### src/rtl/aes_package.sv
// Shared AES datapath types and constants.
// Block/word geometry plus serializer control and status bundles.
package aes_package;

  localparam int AES_BLOCK_W       = 128;
  localparam int AES_WORD_W        = 32;
  localparam int AES_WORDS_PER_BLK = AES_BLOCK_W / AES_WORD_W;
  localparam int AES_CNT_W         = 16;

  typedef enum logic [1:0] {
    IDLE,
    RUN,
    DONE
  } aes_ser_state_e;

  typedef struct packed {
    logic                 start;
    logic                 clear;
    logic [AES_CNT_W-1:0] nb_blocks;
  } ctrl_serializer_t;

  typedef struct packed {
    logic                 busy;
    logic                 done;
    logic [AES_CNT_W-1:0] blk_cnt;
  } flags_serializer_t;

endpackage

### src/rtl/aes_blk_fifo2.sv
// Two-entry block FIFO holding whole AES blocks.
// Head is always the oldest block; push and pop may coincide.
module aes_blk_fifo2 #(
  parameter int W = 128
) (
  input  logic         clk_i,
  input  logic         rst_ni,
  input  logic         clear_i,
  input  logic         push_i,
  input  logic [W-1:0] data_i,
  input  logic         pop_i,
  output logic [W-1:0] head_o,
  output logic         full_o,
  output logic         empty_o
);

  logic [W-1:0] mem_q [2];
  logic         wr_q;
  logic         rd_q;
  logic [1:0]   cnt_q;
  logic         push_ok;
  logic         pop_ok;

  assign full_o  = cnt_q == 2'd2;
  assign empty_o = cnt_q == 2'd0;
  assign push_ok = push_i & ~full_o;
  assign pop_ok  = pop_i & ~empty_o;
  assign head_o  = mem_q[rd_q];

  always_ff @(posedge clk_i or negedge rst_ni) begin
    if (!rst_ni) begin
      mem_q[0] <= '0;
      mem_q[1] <= '0;
      wr_q     <= 1'b0;
      rd_q     <= 1'b0;
      cnt_q    <= 2'd0;
    end else if (clear_i) begin
      wr_q  <= 1'b0;
      rd_q  <= 1'b0;
      cnt_q <= 2'd0;
    end else begin
      if (push_ok) begin
        mem_q[wr_q] <= data_i;
        wr_q        <= ~wr_q;
      end
      if (pop_ok) rd_q <= ~rd_q;
      cnt_q <= cnt_q + 2'(push_ok) - 2'(pop_ok);
    end
  end

endmodule

### src/rtl/aes_block_serializer.sv
// Serializes 128-bit AES blocks into 32-bit stream words, low word first.
// Block-count job control raises done_o once the last word is taken.
module aes_block_serializer
  import aes_package::*;
#(
  parameter int BLOCK_W = AES_BLOCK_W,
  parameter int WORD_W  = AES_WORD_W,
  parameter int CNT_W   = AES_CNT_W
) (
  input  logic                clk_i,
  input  logic                rst_ni,
  input  logic                test_mode_i,
  input  logic                clear_i,
  input  logic                start_i,
  input  logic [CNT_W-1:0]    nb_blocks_i,
  input  logic                blk_valid_i,
  output logic                blk_ready_o,
  input  logic [BLOCK_W-1:0]  blk_data_i,
  output logic                out_valid_o,
  input  logic                out_ready_i,
  output logic [WORD_W-1:0]   out_data_o,
  output logic [WORD_W/8-1:0] out_strb_o,
  output logic                busy_o,
  output logic                done_o,
  output logic [CNT_W-1:0]    blk_cnt_o
);

  localparam int NW    = BLOCK_W / WORD_W;
  localparam int IDX_W = $clog2(NW);

  aes_ser_state_e     state_q;
  logic [IDX_W-1:0]   w_q;
  logic [CNT_W-1:0]   nb_q;
  logic [CNT_W-1:0]   acc_q;
  logic [CNT_W-1:0]   cnt_q;
  logic [BLOCK_W-1:0] head;
  logic               full;
  logic               empty;
  logic               push;
  logic               hs;
  logic               pop;
  logic               last;
  logic               unused_test_mode;

  assign unused_test_mode = test_mode_i;

  // Ready depends only on registered state, never on out_ready_i.
  assign blk_ready_o = (state_q == RUN) && !full && (acc_q < nb_q);
  assign push        = blk_valid_i & blk_ready_o;
  assign out_valid_o = ~empty;
  assign hs          = out_valid_o & out_ready_i;
  assign pop         = hs && (w_q == IDX_W'(NW - 1));
  assign last        = (cnt_q + CNT_W'(1)) == nb_q;
  assign out_data_o  = head[WORD_W*int'(w_q) +: WORD_W];
  assign out_strb_o  = '1;
  assign busy_o      = state_q == RUN;
  assign done_o      = state_q == DONE;
  assign blk_cnt_o   = cnt_q;

  aes_blk_fifo2 #(
    .W(BLOCK_W)
  ) u_fifo (
    .clk_i  (clk_i),
    .rst_ni (rst_ni),
    .clear_i(clear_i),
    .push_i (push),
    .data_i (blk_data_i),
    .pop_i  (pop),
    .head_o (head),
    .full_o (full),
    .empty_o(empty)
  );

  always_ff @(posedge clk_i or negedge rst_ni) begin
    if (!rst_ni) begin
      state_q <= IDLE;
      w_q     <= '0;
      nb_q    <= '0;
      acc_q   <= '0;
      cnt_q   <= '0;
    end else if (clear_i) begin
      state_q <= IDLE;
      w_q     <= '0;
      nb_q    <= '0;
      acc_q   <= '0;
      cnt_q   <= '0;
    end else begin
      if (hs)   w_q   <= w_q + IDX_W'(1);
      if (push) acc_q <= acc_q + CNT_W'(1);
      if (pop)  cnt_q <= cnt_q + CNT_W'(1);
      unique case (state_q)
        IDLE: begin
          if (start_i) begin
            nb_q    <= nb_blocks_i;
            acc_q   <= '0;
            cnt_q   <= '0;
            w_q     <= '0;
            state_q <= (nb_blocks_i == '0) ? DONE : RUN;
          end
        end
        RUN:     if (pop && last) state_q <= DONE;
        DONE:    state_q <= IDLE;
        default: state_q <= IDLE;
      endcase
    end
  end

endmodule

### config.mk
export PLATFORM = sky130hd
export DESIGN_NAME = aes_block_serializer
export DESIGN_NICKNAME = d
export VERILOG_FILES = /design/src/rtl/aes_package.sv /design/src/rtl/aes_blk_fifo2.sv /design/src/rtl/aes_block_serializer.sv
export SDC_FILE = /design/constraint.sdc
export NUM_CORES = 1
export LEC_CHECK = 0
export BUFFER_PORTS_ARGS = -buffer_cell sky130_fd_sc_hd__buf_2
export CORE_ASPECT_RATIO = 1.2
export CORE_MARGIN = 3
export CORE_UTILIZATION = 25
export DETAILED_ROUTE_END_ITERATION = 10
export HOLD_SLACK_MARGIN = 0.03
export SETUP_SLACK_MARGIN = 0.3
export SLEW_MARGIN = 20
export SYNTH_ARGS = -nofsm -noshare
export SYNTH_HDL_FRONTEND = slang
export SYNTH_HIERARCHICAL = 1
export SYNTH_SLANG_ARGS = --single-unit
### constraint.sdc
create_clock -name clk_i -period 2.7 [get_ports clk_i]
set_clock_uncertainty 0.2 [all_clocks]
set_input_delay 0.27 -clock clk_i [delete_from_list [all_inputs] [get_ports clk_i]]
set_output_delay 0.27 -clock clk_i [all_outputs]
set_load 0.02 [all_outputs]
# ---- Word-level counts from Yosys, hierarchy flattened
# Index checks and enable logic that the tools add are counted.
dict set report classes {
  n_reduce_logical 16
  shifts 1
  n_bitwise 11
  order_cmp 4
  div 0
  n_eq_ne 7
  add_sub_neg 5
  mux 31
  n_mul 0
}
# cell n
set op_table {}
lappend op_table {{$mux 128} 4}
lappend op_table {{$bwmux 256} 1}
lappend op_table {{$mux 16} 11}
lappend op_table {{$demux 128 s1} 1}
lappend op_table {{$shiftx 128x8->32} 1}
lappend op_table {{$add 16x1->16 const B} 2}
lappend op_table {{$mux 2} 9}
lappend op_table {{$eq 16x16->1} 1}
lappend op_table {{$logic_not 16->1} 1}
lappend op_table {{$lt 16x16->1} 1}
lappend op_table {{$reduce_bool 2->1} 4}
lappend op_table {{$eq 2x2->1 const B} 3}
lappend op_table {{$reduce_and 2->1} 3}
lappend op_table {{$logic_and 1x1->1} 5}
lappend op_table {{$not 1->1} 5}
lappend op_table {{$and 1x1->1} 4}
lappend op_table {{$ge 2x2->1 const B} 2}
lappend op_table {{$logic_not 2->1} 2}
lappend op_table {{$mux 1} 4}
lappend op_table {{$not 1->2} 2}
lappend op_table {{$pmux 2 s2} 1}
lappend op_table {{$ne 3x2->1 const B} 1}
lappend op_table {{$ne 3x3->1 const B} 1}
lappend op_table {{$add 2x1->2} 1}
lappend op_table {{other kinds (5)} 5}
dict set report word_totals {
  output_inout_bits 56
  ram_bits 0
  in_bits 151
  register_bits 312
  latch_bits 0
  rom_bits 0
  mem_count 0
}

# ---- Logic depth before layout (Yosys ltp)
dict set report depth {
  word_depth 9
  depth_mapped 14
}

# ---- By module
# The synthesis kept the hierarchy.
# module instances area_each_um2 cells_per_inst
set by_module_without_submodules {}
lappend by_module_without_submodules {aes_blk_fifo2 1 11365.9 707}
lappend by_module_without_submodules {aes_block_serializer 1 4166.5 439}

# ---- Worst setup path before layout
# OpenSTA, ideal clock, no wires.
dict set report synth_timing {
  path_kind {flip-flop to flip-flop}
  from {register nb_q[2]}
  to {register u_fifo/mem_q[215] in the netlist's numbering}
  setup_slack_ns -0.286
  path_buffers 2
  arrival_time_ns 2.661
  synth_period_minus_slack_ns 2.986
  path_stages_with_launch 13
  required_time_ns 2.375
  cell_sequence {dfrtp_1 > inv_1 > ha_1 > a211oi_2 > o21ai_1 > a41oi_2 > o2111ai_1 > inv_1 > inv_1 > nor4_4 > buf_4 > buf_12 > mux2_2}
}
dict set report synth_via {
  elab_chain_cells 5
}
# item line
set synth_rtl {}
lappend synth_rtl {{start: declaration} aes_block_serializer.sv:33} ;# logic [CNT_W-1:0] nb_q;
lappend synth_rtl {{start signal: assignment} aes_block_serializer.sv:94} ;# nb_q <= nb_blocks_i;
lappend synth_rtl {{$lt 16x16->1} aes_block_serializer.sv:48} ;# assign blk_ready_o = (state_q == RUN) && !full && (acc_q < nb_q);
lappend synth_rtl {{$logic_and 1x1->1} aes_block_serializer.sv:48}
lappend synth_rtl {{$and 1x1->1} aes_block_serializer.sv:49} ;# assign push = blk_valid_i & blk_ready_o;
lappend synth_rtl {{named net push} aes_block_serializer.sv:39} ;# logic push;
lappend synth_rtl {{$and 1x1->1} aes_blk_fifo2.sv:26} ;# assign push_ok = push_i & ~full_o;
lappend synth_rtl {{$reduce_and 2->1 (no line)} n/a}
lappend synth_rtl {{end signal: indexed assignment} aes_blk_fifo2.sv:43} ;# mem_q[wr_q] <= data_i;
lappend synth_rtl {{end: declaration} aes_blk_fifo2.sv:17} ;# logic [W-1:0] mem_q [2];
# The timed path passes the listed nets, and every way through them passes these cells.
# A chain may end at the register's enable or synchronous reset.

# ---- Final worst setup path
dict set report layout_timing {
  from {register nb_q[2]}
  to {register u_fifo/mem_q[133] in the netlist's numbering}
}
# Same word-level chain as after synthesis.

==> metrics.cfg <==
[drt]
wl_met2_um=24700
dr_wl_met3_um=2050
drc_errors=0
top_layer=met5
firstDrtPassIters=5
drtIter0Drc=517
wl_met1_um=20500
vias_per_cell=4.54
ant_nets=0
drt-total-wl_um=48400
vias=11300
wl_per_cell_um=19.4

[grt]
grt_pass1_vias=12300
grt_pass1_wl_um=70200
gr-total-overflow=0
track_usage_pct=13.6
grt_max_degree=59
antenna_found_initial=4

[floorplan]
core-area_um2=61200
initial_utilization_pct=25.4
pin_count=207
die_w_um=234
dieArea_um2=65200
die_h_um=279
num_rows=99

[worst_setup_path]
start_kind=flop
end_kind=flop
cp.arrival_ns=3.16
path_max_fanout=8
worstSetupPathType=flop to flop
required_ns=2.92

[yosys]
syn_inst=1146
synthArstFlopShare_pct=100
synth_seq_cells=312
synth_top_cell_area_share_pct=50.3
synth_commonest_cells=mux2_2, dfrtp_1, nand2_1
syn_area_per_cell_um2=13.6
ys.flop_type=dfrtp_1
netlist_area_um2=15500
yosys_warnings=6
synth_enable_flop_cells=0
yosysMostFrequentCell=mux2_2
synthDistinctLibCells=58
synth.largest_area_cell=dfrtp_1
seq_area_frac_synth_pct=50.3
synthTopCellsByArea=dfrtp_1, mux2_2, mux4_2, buf_6, ha_1

[finish]
seq_area_um2=7820
syn_to_final_growth_pct=52.2
n_fill_cell=5671
nNetsFinal=1829
multiInputGateArea_um2=8040
finalNonFillerCells=2493
drive_gt1_share_pct=56.0

[timing]
holdWs_ns=0.119
setup_slack_ns=-0.243
max_freq_mhz=340
setup_viol=290
finalCriticalPeriod_ns=2.94
rsz0062_at_grt=true
fin_crit_sh_pct=109
slew_headroom_pct=50.8
hold_viol_final=0
tightestPinTransition_ns=0.738
drv_slew=0

[power_and_ir_drop]
peakVddDrop_mv=0.407
powerDensity_nw_per_um2=659
leakagePower_nw=10.7
power_mw=15.6

[run_status]
status=complete, but fails checks
violations=setup timing

[min_path]
hold_path.class=input port to asynchronous set/reset pin

[placed_design]
port_buffers=201
dp_hpwl_um=28100
gp_congestion=0.814
post-place-cells=2189

[run]
cap_violations=0

[clock_tree]
clkSinkCount=312
cts_tree=built
ctsRootBufferMaster=clkbuf_16
clock_latency_ns=0.55
cts_inserted_buffers=38
clkSlewWorstSetupHoldPaths_ns=0.06
htreeDepth=2
clockBufferDepth=3

## where the power goes
group          switching, mW  leakage (nW)  internal, mW
clock                   2.06         0.633          3.22
sequential             0.559          4.01          5.71
combinational           1.40          6.09          2.63
total                   4.02          10.7          11.6
## state kept, by name (all words and copies together) (netlist names)
signal / flops
acc_q: 16
blk_cnt_o: 16
nb_q: 16
state_q: 2
u_fifo/cnt_q: 2
u_fifo/mem_q: 256
u_fifo/rd_q: 1
u_fifo/wr_q: 1
w_q: 2
## area by class of cell
cell class | count | area share (%)
clock inverters | 9 | 0.540
multi-input cells | 741 | 34.0
clock buffers | 56 | 4.86
diodes | 2 | 0.0212
well taps | 808 | 4.28
inverters | 24 | 0.381
repair buffers | 541 | 22.8
flip-flops and latches | 312 | 33.1
## worst max-delay path: stages (launching register included)
cell and delay, ns:
dfrtp_1 0.39, inv_2 0.09, ha_4 0.20, a211oi_2 0.17, o21ai_1 0.10, a41oi_2 0.19
o2111ai_2 0.17, inv_2 0.11, inv_2 0.05, nor4_4 0.24, buf_6 0.15, buf_12 0.14
buf_12 0.12, clkbuf_16 0.14, mux2_2 0.33
## cells in the final DEF, fill, tap and decap left out, types with 12 or more instances in the layout
cell type      count
mux2_4           166
a21oi_2           18
mux4_2            32
buf_4             85
a21oi_1           25
dfrtp_1          309
dlygate4sd3_1    149
xor2_1            18
nand2_1           57
buf_6             52
nand3_1           14
buf_16            20
inv_1             15
xnor2_1           18
buf_12            29
buf_8             19
nor2_1            32
ha_1              12
mux2_2           219
buf_2            171
clkbuf_16         54
## per-stage QoR
step                setup TNS [ns]  setup WS, ns  area, µm²  utilization, %
finish                      -45.32        -0.243      23600            38.6
floorplan                   -14.94        -0.129      15600               -
CTS                         -32.11        -0.229      22300            36.5
detailed placement          -57.81        -0.318      18100            29.6
global placement            -50.25        -0.286      18100            29.6
global route                -78.76        -0.384      23600            38.6
## cell families (layout without fill, tap and decap cells)
logic type                 after synthesis  in the layout  synth area share, %
and+or+nand+nor                        175            175                 5.69
adders and majority gates               20             20                 1.61
AOI/OAI and AO/OA                       84             86                 3.47
DFF                                    312            312                 50.3
other                                    1              6               0.0241
buffers and inverters                   98            630                 4.16
muxes                                  420            420                 32.7
xor gates and xnor gates                36             36                 2.03
## metal layers
layer	global-route usage, %	vias to the layer above
met4	4.68	2
met2	23.6	277
met1	16.9	5771
li1	-	5190
met5	0	-
met3	2.65	77
## final timing paths
path / start / to / slack (ns) / cells after the start
max: nb_q[2] / u_fifo/mem_q[133] / -0.24 / 14
min: rst_ni / u_fifo/mem_q[217] / 0.12 / 3
max reg2reg: nb_q[2] / u_fifo/mem_q[133] / -0.24 / 14
min reg2reg: u_fifo/mem_q[104] / u_fifo/mem_q[104] / 0.30 / 1
max in group asynchronous: rst_ni / u_fifo/mem_q[42] / 1.50 / 4
min in group clk_i: u_fifo/mem_q[104] / u_fifo/mem_q[104] / 0.30 / 1
## repair_timing
item                                   4_1_cts  5_1_grt
cloned                                      15       20
setup buffers                               32       20
pin swaps                                    4       28
endpoints found under the hold margin      465        0
setup endpoints to repair                  307      308
gates resized for setup                    175      194
hold buffers                               150        0
Power figures use the tool's default switching activity.
